`src/rtl/msx_mem_pkg.sv`:
```
`default_nettype none
// ============================================================================
// Module   : msx_mem_pkg
// Brief    : Shared types and constants for the MSX SDRAM memory arbiter.
// Revision : 1.0 - initial release
// ============================================================================
package msx_mem_pkg;

  // SDRAM byte address width seen by the slot/mapper stage.
  localparam int MEM_ADDR_W = 27;

  // Arbiter states: idle, serving a CPU cycle, serving a flash program write.
  typedef enum logic [1:0] {
    ARB_IDLE  = 2'd0,
    ARB_CPU   = 2'd1,
    ARB_FLASH = 2'd2
  } mem_arb_state_t;

  // One captured memory access, used for both the CPU and flash capture registers.
  typedef struct packed {
    logic [MEM_ADDR_W-1:0] addr;
    logic [7:0]            din;
    logic                  we;
  } mem_req_t;

endpackage
`default_nettype wire

```
`src/rtl/msx_mem_arbiter.sv`:
```
`default_nettype none
// ============================================================================
// Module   : msx_mem_arbiter
// Brief    : Merges CPU memory cycles and flash program writes onto a single
//            request/acknowledge SDRAM port. CPU has priority; the CPU is held
//            in wait while its access is outstanding; a watchdog aborts
//            accesses that never see an acknowledge.
// Revision : 1.0 - initial release
// ============================================================================
module msx_mem_arbiter
  import msx_mem_pkg::*;
#(
  parameter int ADDR_W         = MEM_ADDR_W,
  parameter int TIMEOUT_CYCLES = 64
) (
  input  logic              i_clk,
  input  logic              i_reset,
  input  logic              i_cpu_ce,
  input  logic [ADDR_W-1:0] i_cpu_addr,
  input  logic [7:0]        i_cpu_din,
  input  logic              i_cpu_rnw,
  output logic [7:0]        o_cpu_dout,
  output logic              o_cpu_wait,
  input  logic              i_flash_req,
  input  logic [ADDR_W-1:0] i_flash_addr,
  input  logic [7:0]        i_flash_din,
  output logic              o_flash_ready,
  output logic              o_flash_done,
  output logic              o_sdram_req,
  output logic [ADDR_W-1:0] o_sdram_addr,
  output logic [7:0]        o_sdram_din,
  output logic              o_sdram_we,
  input  logic              i_sdram_ack,
  input  logic [7:0]        i_sdram_dout
);

  localparam int                 c_CNT_W    = $clog2(TIMEOUT_CYCLES);
  localparam logic [c_CNT_W-1:0] c_CNT_LAST = c_CNT_W'(TIMEOUT_CYCLES - 1);

  mem_arb_state_t     r_state;
  logic               r_cpu_ce_q;
  logic               r_cpu_pend;
  logic               r_flash_pend;
  mem_req_t           r_cpu_cap;
  mem_req_t           r_flash_cap;
  mem_req_t           r_sdram;
  logic               r_sdram_req;
  logic [7:0]         r_cpu_dout;
  logic               r_flash_done;
  logic [c_CNT_W-1:0] r_cnt;

  logic               w_cpu_edge;
  logic               w_flash_ready;
  logic               w_flash_accept;
  logic               w_cnt_last;
  mem_req_t           w_cpu_new;
  mem_req_t           w_flash_new;

  assign w_cpu_edge     = i_cpu_ce & ~r_cpu_ce_q;
  assign w_flash_ready  = ~r_flash_pend & (r_state != ARB_FLASH);
  assign w_flash_accept = i_flash_req & w_flash_ready;
  assign w_cnt_last     = (r_cnt == c_CNT_LAST);

  // The CPU fields are taken live in the edge cycle so an idle arbiter can
  // issue the request on the very next clock.
  assign w_cpu_new   = '{addr: MEM_ADDR_W'(i_cpu_addr), din: i_cpu_din, we: ~i_cpu_rnw};
  assign w_flash_new = '{addr: MEM_ADDR_W'(i_flash_addr), din: i_flash_din, we: 1'b1};

  assign o_cpu_wait    = w_cpu_edge | r_cpu_pend | (r_state == ARB_CPU);
  assign o_cpu_dout    = r_cpu_dout;
  assign o_flash_ready = w_flash_ready;
  assign o_flash_done  = r_flash_done;
  assign o_sdram_req   = r_sdram_req;
  assign o_sdram_addr  = ADDR_W'(r_sdram.addr);
  assign o_sdram_din   = r_sdram.din;
  assign o_sdram_we    = r_sdram.we;

  // Edge detect, capture registers, arbitration FSM and watchdog.
  always_ff @(posedge i_clk or posedge i_reset) begin
    if (i_reset) begin
      r_state      <= ARB_IDLE;
      r_cpu_ce_q   <= 1'b0;
      r_cpu_pend   <= 1'b0;
      r_flash_pend <= 1'b0;
      r_cpu_cap    <= '0;
      r_flash_cap  <= '0;
      r_sdram      <= '0;
      r_sdram_req  <= 1'b0;
      r_cpu_dout   <= 8'hFF;
      r_flash_done <= 1'b0;
      r_cnt        <= '0;
    end else begin
      r_cpu_ce_q   <= i_cpu_ce;
      r_flash_done <= 1'b0;

      // A CPU edge during its own access cannot happen (CPU is stalled), so
      // capture is only done outside ARB_CPU.
      if (w_cpu_edge && (r_state != ARB_CPU)) begin
        r_cpu_pend <= 1'b1;
        r_cpu_cap  <= w_cpu_new;
      end

      if (w_flash_accept) begin
        r_flash_pend <= 1'b1;
        r_flash_cap  <= w_flash_new;
      end

      case (r_state)
        ARB_IDLE: begin
          r_cnt <= '0;
          if (r_cpu_pend || w_cpu_edge) begin
            r_state     <= ARB_CPU;
            r_sdram_req <= 1'b1;
            r_sdram     <= r_cpu_pend ? r_cpu_cap : w_cpu_new;
          end else if (r_flash_pend) begin
            r_state     <= ARB_FLASH;
            r_sdram_req <= 1'b1;
            r_sdram     <= r_flash_cap;
          end
        end

        ARB_CPU: begin
          if (i_sdram_ack || w_cnt_last) begin
            r_state     <= ARB_IDLE;
            r_sdram_req <= 1'b0;
            r_cpu_pend  <= 1'b0;
            // Reads return the SDRAM byte, or open-bus 0xFF on a watchdog abort.
            if (!r_sdram.we) begin
              r_cpu_dout <= i_sdram_ack ? i_sdram_dout : 8'hFF;
            end
          end else begin
            r_cnt <= r_cnt + 1'b1;
          end
        end

        ARB_FLASH: begin
          if (i_sdram_ack || w_cnt_last) begin
            r_state      <= ARB_IDLE;
            r_sdram_req  <= 1'b0;
            r_flash_pend <= 1'b0;
            r_flash_done <= 1'b1;
          end else begin
            r_cnt <= r_cnt + 1'b1;
          end
        end

        default: begin
          r_state     <= ARB_IDLE;
          r_sdram_req <= 1'b0;
        end
      endcase
    end
  end

endmodule
`default_nettype wire

```
`config.mk`:
```
export PLATFORM = sky130hd
export DESIGN_NAME = msx_mem_arbiter
export DESIGN_NICKNAME = d
export VERILOG_FILES = /design/src/rtl/msx_mem_pkg.sv /design/src/rtl/msx_mem_arbiter.sv
export SDC_FILE = /design/constraint.sdc
export NUM_CORES = 1
export LEC_CHECK = 0
export ABC_CLOCK_PERIOD_IN_PS = 5000
export BUFFER_PORTS_ARGS = -buffer_cell sky130_fd_sc_hd__buf_2
export CELL_PAD_IN_SITES_DETAIL_PLACEMENT = 0
export CELL_PAD_IN_SITES_GLOBAL_PLACEMENT = 1
export CORE_MARGIN = 2
export CORE_UTILIZATION = 40
export CTS_BUF_LIST = sky130_fd_sc_hd__clkbuf_4 sky130_fd_sc_hd__clkbuf_8
export CTS_CLUSTER_SIZE = 16
export DETAILED_ROUTE_END_ITERATION = 12
export PLACE_DENSITY = 0.83
export REMOVE_ABC_BUFFERS = 1
export SLEW_MARGIN = 20
export SYNTH_ARGS = -nofsm -noshare
export SYNTH_HDL_FRONTEND = slang
export SYNTH_SLANG_ARGS = --single-unit
```
`constraint.sdc`:
```
create_clock -name i_clk -period 5 [get_ports i_clk]
set_clock_uncertainty 0.15 [all_clocks]
set_input_delay 0.25 -clock i_clk [delete_from_list [all_inputs] [get_ports i_clk]]
set_output_delay 0.25 -clock i_clk [all_outputs]
set_load 0.01 [all_outputs]
```
## After elaboration in Yosys (flattened, before gate mapping)

Cells that the tools add are included.

- Register bits after elaboration: 129

- Add/subtract/negate cells: 1
- Equal/unequal tests: 8
- Multiplexer cells: 22
- Bitwise operators: 9
- Reductions and logical operators: 11

Operators with widths:

| kind | number |
|---|---|
| $mux 36 | 3 |
| $pmux 6 s2 | 1 |
| $mux 1 | 11 |
| $mux 8 | 1 |
| $add 6x1->6 const B | 1 |
| $eq 6x6->1 const B | 1 |
| $mux 2 | 3 |
| $mux 6 | 1 |
| $reduce_and 2->1 | 3 |
| $ne 2x1->1 const B | 2 |
| $ne 2x2->1 const B | 2 |
| $not 1->1 | 4 |
| $pmux 2 s2 | 1 |
| $reduce_bool 2->1 | 2 |
| $and 1x1->1 | 3 |
| $ne 3x3->1 const B | 1 |
| $reduce_and 3->1 | 1 |
| $eq 2x1->1 const B | 1 |
| $eq 2x2->1 const B | 1 |
| $logic_not 2->1 | 1 |
| $logic_or 1x1->1 | 2 |
| $or 1x1->1 | 2 |
| $pmux 1 s2 | 1 |
| $reduce_or 2->1 | 1 |
| $logic_and 1x1->1 | 1 |

## Longest topological paths before layout

Gate-level depths: netlist of run 1.

- Word-level depth: 6
- Depth in mapped cells: 7

## Least setup slack after synthesis of run 1

No wires, ideal clock.

- Kind: register to register
- From: reg r_state[0]
- To: reg r_flash_cap[11] (netlist bit)
- Setup time: 125 ps
- Data arrival time: 1491 ps
- Required time: 4725 ps
- Path slack: 3234 ps
- Cell stages (with the launch flop): 8
- Clock period less this slack: 1766 ps
- Path through: dfrtp_1 > inv_1 > ha_1 > nor2_2 > and2_4 > buf_12 > buf_12 > mux2_4

- Longest elaborated chain between the ends: 3

Ends and longest elaborated chain:

| what | RTL line | source |
|---|---|---|
| from (decl) | msx_mem_arbiter.sv:40 | `mem_arb_state_t r_state;` |
| from (signal assigned) | msx_mem_arbiter.sv:81 | `r_state <= ARB_IDLE;` |
| from (signal assigned) | msx_mem_arbiter.sv:112 | `r_state <= ARB_CPU;` |
| from (signal assigned) | msx_mem_arbiter.sv:116 | `r_state <= ARB_FLASH;` |
| $ne 2x2->1 | msx_mem_arbiter.sv:60 | `assign w_flash_ready = ~r_flash_pend & (r_state != ARB_FLASH);` |
| $and 1x1->1 | msx_mem_arbiter.sv:60 |  |
| via o_flash_ready | msx_mem_arbiter.sv:27 | `output logic o_flash_ready,` |
| $and 1x1->1 | msx_mem_arbiter.sv:61 | `assign w_flash_accept = i_flash_req & w_flash_ready;` |
| to (signal assigned) | msx_mem_arbiter.sv:105 | `r_flash_cap <= w_flash_new;` |
| to (decl) | msx_mem_arbiter.sv:45 | `mem_req_t r_flash_cap;` |

The timed path passes the listed nets, and every way through them passes these cells.
A chain may end at the register's enable or synchronous reset.

## Final worst setup path of run 1

- From: reg r_cpu_pend
- To: reg r_sdram, in the netlist o_sdram_addr[10]

- Longest elaborated chain between the ends: 3
- Elaborated cells on any way between the ends: 5
- Those cells by class: mux (2); reduce/logical (3)

Ends and longest elaborated chain:

| what | RTL line | source |
|---|---|---|
| from (decl) | msx_mem_arbiter.sv:42 | `logic r_cpu_pend;` |
| from (signal assigned) | msx_mem_arbiter.sv:83 | `r_cpu_pend <= 1'b0;` |
| from (signal assigned) | msx_mem_arbiter.sv:99 | `r_cpu_pend <= 1'b1;` |
| from (signal assigned) | msx_mem_arbiter.sv:126 | `r_cpu_pend <= 1'b0;` |
| $logic_or 1x1->1 | msx_mem_arbiter.sv:111 | `if (r_cpu_pend \|\| w_cpu_edge) begin` |
| $reduce_bool 2->1 (no line) | n/a |  |
| $reduce_and 2->1 (no line) | n/a |  |
| to (signal assigned) | msx_mem_arbiter.sv:114 | `r_sdram <= r_cpu_pend ? r_cpu_cap : w_cpu_new;` |
| to (signal assigned) | msx_mem_arbiter.sv:118 | `r_sdram <= r_flash_cap;` |
| to (decl) | msx_mem_arbiter.sv:46 | `mem_req_t r_sdram;` |

Several ways; a longest one is shown, not always the timed one.

==> results of run 1 <==
## worst max-delay path: stages, from the launching register on
cell and delay, ps:
dfrtp_4 1060, nand2b_2 800, o21ai_0 170, o21ai_0 210
## state kept, by name, summed over array words and instances (netlist names)
register,cells
o_sdram_din,8
r_cpu_ce_q,1
o_sdram_req,1
o_cpu_dout,8
r_cpu_pend,1
r_cnt,6
r_cpu_cap,36
r_flash_pend,1
r_state,2
o_sdram_addr,27
o_sdram_we,1
r_flash_cap,36
o_flash_done,1
## cells in the final DEF (no fill, tap or decap), types with 2 or more instances in the layout
cell and n:
o21ai_1 12, or3_1 2, o22a_1 8, mux2_4 29
nor3_1 2, o21a_1 2, nand2_1 40, nor2b_1 2
dlygate4sd3_1 82, buf_4 4, clkbuf_4 6, mux2_2 41
nand3_1 5, ha_1 4, inv_1 8, dfstp_2 8
o21ai_0 101, nand2b_1 3, dfrtp_1 120, a21oi_1 6
clkbuf_8 21, buf_2 131, clkinv_2 4, mux2i_1 38
nor2_1 7
## layer usage
metal,global-route usage [%],up-vias
met5,0,-
met4,6.14,0
met3,5.18,20
met2,29.0,121
met1,23.5,2129
li1,-,2129
## power by group
group          internal (W)  switching [W]
logic              0.000900       0.000790
clock network      0.000426       0.000393
registers           0.00157       0.000374
total               0.00289        0.00156
## path summary, 6_finish.rpt
path	start	endpoint	slack (ps)	depth (start not counted)
worst min-delay path	i_sdram_ack	o_flash_done	30	2
worst max register to register	r_cpu_pend	o_sdram_addr[10]	2510	3
worst min register to register	o_sdram_addr[8]	o_sdram_addr[8]	330	2
max in group asynchronous	i_reset	r_cpu_pend	3240	4
worst max-delay path	r_cpu_pend	o_sdram_addr[10]	2510	3
min in group asynchronous	i_reset	o_sdram_addr[8]	390	3
## metrics by stage
step	util, %	hold WS (ps)
final	53.8	31.4
after global placement	45.5	235
after global routing	53.8	19.8
after floorplan	-	131
after detailed placement	45.5	238
after CTS	53.7	1.71
## layout make-up
type	instances	area (um2)	share of cell area, %
multi-input cells	316	2390	30.7
inverters	9	38.8	0.498
clock buffers	27	334	4.29
flip-flops and latches	129	3240	41.6
well taps	184	230	2.95
clock inverters	5	27.5	0.353
repair buffers	218	1530	19.7
## synthesized netlist by cell type, types with 3 or more instances
cell,n
ha_1,4
dfstp_2,8
dfrtp_1,121
buf_2,7
nor2_1,7
buf_4,3
inv_1,9
mux2i_1,38
o21ai_1,12
nand2b_1,4
clkbuf_1,10
mux2_2,41
nand2_1,40
o21ai_0,101
o22a_1,8
buf_6,4
mux2_4,29
a21oi_1,6
buf_12,4
nand3_1,5
## kinds of logic (layout without fill, tap and decap cells)
group / count (synthesis) / in the layout
AOI/OAI and AO/OA: 134 / 134
DFF: 129 / 129
muxes: 108 / 108
and+or+nand+nor: 70 / 70
buffers and inverters: 40 / 259
adders and majority gates: 4 / 4
## what timing repair did
item / in CTS / in global routing
hold endpoints to repair: 163 / 0
hold buffers: 82 / 0
resized for setup: 0 / 0
==> results by group, run 1 <==
Synthesis
  – Xor/xnor share of the synthesized area: 0%
  – Largest family of logic cells by synthesized area: multiplexers
  – Synth Area in Compound Gates: 12.5%
  – EDFF count, synth: 0
  – Post-synthesis cell type count: 38
  – Ranking of synthesized cells by area: dfrtp_1 51%, o21ai_0 8.6%, mux2_2 7.8%
  – Largest area contributor in the synthesized netlist: dfrtp_1
  – Syn. warnings: 0
  – FF+latch count, synth: 129
  – Sequential fraction of the synthesis area: 55.0%
  – Post-Syn Instances: 485
  – Mux share of post-synthesis cell area: 21.7%
  – Post-Synth Adder-Cell Area: 0.850%
  – Synth Area in Simple Gates: 5.44%
  – Synth async-reset ratio: 100%
  – Top_reg_cell synth: dfrtp_1
  – Avg Cell Area, Syn: 12.1 um2
  – Synth top area share: 51.4%
  – Post-Syn Area: 5890 um2

Floorplanning
  – Die ar.: approximately 16000 um2
  – Std-Cell Rows: 44
  – Core box area: 14500 um2
  – Die H: 125 um
  – Die W: around 130 um
  – Initial Util: 40.7%
  – IO Pins: roughly 130

Setup path
  – Crit end category: register
  – CP max FO: 77
  – Worst EP required: 5200 ps
  – Crit start category: register
  – Critical path class: reg -> reg
  – Critical path arrival: 2690 ps

Finish
  – Nets: 779
  – Cell area after layout: 7800 um2
  – # fillers: roughly 1300
  – Final Non-Filler Cells: 888
  – Antenna cells: 0
  – Layout cells sized above 1: 36.1%
  – Synth-to-layout area growth: 32.4%

Clock tree
  – H-tree levels: 4
  – CTS tree: yes
  – Clk buf depth: 2
  – Clock transition at path regs: 70 ps
  – Sink Count: 129
  – Root Buffer: clkbuf_8
  – CTS buffer count: 17
  – Insertion delay to the later sink of the worst-skew pair: 440 ps
  – Post-CTS Setup Bufs: 0

GRT
  – GRT overflow: 0
  – Initial antenna violation count: 0
  – GRT Resource Usage Total: between 10% and 20%
  – Global-route wire length before repair: 22.5 mm
  – Largest net degree at the start of global routing: 92
  – Vias in the first global route: between 4000 and 5000

Timing
  – Slew headroom: 25.5%
  – RSZ-0062 raised after global routing: false
  – Setup violators final: 0
  – Final Slew Violations: 0
  – Fin crit period: 2490 ps
  – Final hold violations: 0
  – Fin crit share: 49.9%
  – Final worst setup slack: approximately 2500 ps
  – Slew @ Worst Pin: between 1000 and 1500 ps
  – Final TNS setup: 0 ps
  – Max Fclk: between 0.4 and 0.5 GHz

Pwr
  – Pleak: approximately 3.6 nW
  – PD cells: 571 nW/um2
  – Tot Pwr: 0.00445 W
  – Peak supply drop: 283 uV

Drt
  – M1 wire length: 6.14 mm
  – TritonRoute pass-1 iters: 5
  – DRC viols: 0
  – Per-cell routed wire length: around 15 um
  – Initial DRC Count: 185
  – Via count: ~4400
  – Final wirelength: 13.5 mm
  – ANT nets after route: 0
  – DR WL met3: between 600 and 700 um
  – Top Metal Used: met4
  – DR WL met2: 6.49 mm
  – Avg Vias per Cell: between 4 and 5

Place
  – PortBufs: 131
  – Placed Cells: 773
  – Placement-stage cell area: about 6600 um2
  – Post-detail-place hpwl: a little over 8 mm
  – Place WS: roughly 2500 ps
  – GPL Wtd Cong: 0.758

Worst hold path
  – Worst min path class: in -> reg

Job
  – Max_cap viols: 0

Outcome
  – Status: complete, no violations
Power figures use the tool's default switching activity.
==> inputs of run 2 (changes only) <==
--- a/config.mk
+++ b/config.mk
@@ -5,7 +5,8 @@
 export SDC_FILE = /design/constraint.sdc
 export NUM_CORES = 1
 export LEC_CHECK = 0
-export ABC_CLOCK_PERIOD_IN_PS = 5000
+export ABC_AREA = 1
+export ABC_CLOCK_PERIOD_IN_PS = 2400
 export BUFFER_PORTS_ARGS = -buffer_cell sky130_fd_sc_hd__buf_2
 export CELL_PAD_IN_SITES_DETAIL_PLACEMENT = 0
 export CELL_PAD_IN_SITES_GLOBAL_PLACEMENT = 1
@@ -14,7 +15,7 @@
 export CTS_BUF_LIST = sky130_fd_sc_hd__clkbuf_4 sky130_fd_sc_hd__clkbuf_8
 export CTS_CLUSTER_SIZE = 16
 export DETAILED_ROUTE_END_ITERATION = 12
-export PLACE_DENSITY = 0.83
+export PLACE_DENSITY = 0.89
 export REMOVE_ABC_BUFFERS = 1
 export SLEW_MARGIN = 20
 export SYNTH_ARGS = -nofsm -noshare
==> constraint.sdc (replaced) <==
create_clock -name i_clk -period 2.4 [get_ports i_clk]
set_clock_uncertainty 0.15 [all_clocks]
set_input_delay 0.12 -clock i_clk [delete_from_list [all_inputs] [get_ports i_clk]]
set_output_delay 0.12 -clock i_clk [all_outputs]
set_load 0.01 [all_outputs]
==> run 2 against run 1 <==
Effect of this change:
- non-clock buffer count grew 28
- critical path type is now reg -> out
- largest cell class unchanged
- synthesized area grew 1.1%
- critical path depth grew 4
- global-route usage grew 3.0 points
- largest power group is now combinational logic
==> results by group, run 2 <==
Synthesis
  – EDFF count, synth: 0 (unchanged)
  – Synth cell count leaders: 431 x nand2_1, 121 x dfrtp_1, 68 x o21ai_0
  – Synth top area share: 50.9% (-0.55 points)
  – Top-count cell post-synth: nand2_1
  – Top_reg_cell synth: dfrtp_1
  – Largest area contributor in the synthesized netlist: dfrtp_1
  – Avg Cell Area, Syn: 7.70 um2 (-37%)
  – Synth async-reset ratio: 100% (unchanged)
  – Post-synthesis cell type count: 26 (-32%)
  – Ranking of synthesized cells by area: dfrtp_1 51%, nand2_1 27%, o21ai_0 5.7%
  – Post-Syn Instances: 773 (+59%)
  – Sequential fraction of the synthesis area: 54.4% (-0.59 points)
  – FF+latch count, synth: 129 (unchanged)
  – Syn. warnings: 0 (unchanged)
  – Post-Syn Area: 5950 um2 (+1.1%)

Drt
  – Per-cell routed wire length: 13.2 um (-13%)
  – Initial DRC Count: 304 (+64%)
  – TritonRoute pass-1 iters: 5 (unchanged)
  – ANT nets after route: 0 (unchanged)
  – Final wirelength: 15.8 mm (+17%)
  – DRC viols: 0 (unchanged)
  – Avg Vias per Cell: 4.60 (-7.1%)
  – Via count: 5517 (+25%)

Floorplanning
  – Initial Util: 41.0% (+0.29 points)
  – Std-Cell Rows: 44 (unchanged)
  – Die ar.: 15900 um2 (+1.1%)
  – IO Pins: 132 (unchanged)
  – Die W: 126 um (+0.53%)
  – Die H: 126 um (+0.53%)
  – Core box area: 14500 um2 (+0.38%)

Setup path
  – Crit end category: primary output
  – Crit start category: register
  – CP most frequent cell: nand2_1
  – Crit. Startpoint: r_cpu_ce_q
  – CP max FO: 40 (-48%)
  – Slowest cell on crit path: dfrtp_1
  – Critical path arrival: 1910 ps (-780 ps)
  – Worst EP required: 2130 ps (-3070 ps)
  – Critical path class: reg -> out
  – R2R Path Start: r_state[1]
  – CP top delay family: buffers and inverters
  – CP cell instances: inv_1 -> nand2_1 -> nand2_4 -> buf_6 -> inv_2 -> nand2_1 -> buf_2
  – Peak per-stage delay on the critical path: 370 ps (-690 ps)
  – CP bufs+invs: 4 (+4)

Pwr
  – Peak supply drop: 525 uV (+86%)
  – PD cells: 1160 nW/um2 (+100%)
  – Tot Pwr: 0.00953 W (+110%)
  – Pleak: 4.45 nW (+23%)

Place
  – Post-detail-place hpwl: 9.31 mm (+15%)
  – Place WS: 269 ps (-2210 ps)
  – PortBufs: 131 (unchanged)
  – Placement-stage cell area: 6790 um2 (+3.1%)
  – GPL Wtd Cong: 0.790 (+4.3%)
  – Placed Cells: 1065 (+38%)

Finish
  – Antenna cells: 0 (unchanged)
  – Final Non-Filler Cells: 1199 (+35%)
  – Most common cell after layout, fill and taps aside: nand2_1
  – # fillers: 1325 (+5.7%)
  – Layout cells sized above 1: 19.2% (-17 points)
  – Nets: 1090 (+40%)
  – Synth-to-layout area growth: 38.2%
  – Cell area after layout: 8230 um2 (+5.5%)
  – Commonest cells after routing, fill and taps aside: 431 x nand2_1, 131 x buf_2, 121 x dfrtp_1

GRT
  – GRT overflow: 0 (unchanged)
  – Initial antenna violation count: 0 (unchanged)
  – Vias in the first global route: 5406 (+21%)
  – Largest net degree at the start of global routing: 58 (-37%)
  – Global-route wire length before repair: 26.5 mm (+18%)
  – GRT Resource Usage Total: 21.0% (+3.0 points)

Timing
  – Final Slew Violations: 0 (unchanged)
  – Slew @ Worst Pin: 773 ps (-333 ps)
  – Fin crit period: 2180 ps
  – Fin crit share: 90.8%
  – RSZ-0062 raised after global routing: false
  – Final hold violations: 0 (unchanged)
  – Final worst setup slack: 221 ps (-2290 ps)
  – Setup violators final: 0 (unchanged)
  – Final TNS setup: 0 ps (unchanged)
  – Max Fclk: 0.459 GHz
  – Slew headroom: 48.3% (+23 points)

Clock tree
  – Insertion delay to the later sink of the worst-skew pair: 460 ps (+20 ps)
  – Post-CTS Setup Bufs: 0 (unchanged)
  – CTS tree: yes
  – Clock transition at path regs: 90 ps (+20 ps)
  – Sink Count: 129 (unchanged)
  – CTS buffer count: 17 (unchanged)
  – Root Buffer: clkbuf_8
  – H-tree levels: 4 (unchanged)
  – Clk buf depth: 2 (unchanged)

Outcome
  – Status: complete, no violations

Worst hold path
  – Worst min path class: in -> async

Job
  – Max_cap viols: 0 (unchanged)
## run 2: timing repair
item	CTS	global route
endpoints found under the setup margin	0	1
hold endpoints to repair	229	0
resized for setup	0	1
hold buffers	102	0
## run 2: final timing paths
kind	end	slack, ps	depth (start not counted)
setup / recovery	o_cpu_wait	220	7
hold / removal	r_cnt[5]	100	3
setup reg to reg	r_cpu_cap[15]	270	8
hold reg to reg	r_flash_cap[0]	310	2
max in group asynchronous	r_flash_cap[3]	1290	4
min in group i_clk	r_flash_cap[0]	100	4
## run 2: cell type report
class	instances	area [um2]	area share, %
clock buffer	26	333	4.05
sequential	129	3240	39.4
multi-input combinational	555	2300	28.0
tap	184	230	2.80
timing repair buffer	246	1840	22.4
clock inverter	6	80.1	0.973
inverter	53	206	2.51
## run 2: kinds of logic after synthesis
group / synth area share, %
AO/OA/AOI/OAI: 7.57
XOR/XNOR: 0.442
adder cells (fa/ha/maj): 0.841
buffers and inverters: 6.96
flip-flops: 54.4
AND/OR/NAND/NOR: 29.8
## run 2: power breakdown
group / switching (W) / total (W) / internal [W]
combinational: 0.00243 / 0.00389 / 0.00146
clock: 0.000836 / 0.00194 / 0.00110
sequential: 0.000494 / 0.00370 / 0.00321
total: 0.00376 / 0.00953 / 0.00578
## run 2: worst reg2reg max path, cell delays in order, from the launching register on
cell,delay [ps]
dfrtp_1,410
inv_1,80
ha_1,140
inv_1,90
nand3_2,110
clkinv_1,490
buf_12,380
nand2_1,80
o21ai_0,80
## run 2: layer usage
layer	track usage [%]	wire length, um
met1	27.2	7200
met2	34.8	7620
met3	4.84	669
met4	7.50	303
met5	0	0
## run 2: per-stage QoR
stage | util (%) | hold slack [ps]
floorplan | - | 1.43
global placement | 46.7 | 43.7
detailed placement | 46.7 | 46.7
CTS | 56.6 | 77.9
global route | 56.6 | 99.4
finish | 56.6 | 98.6
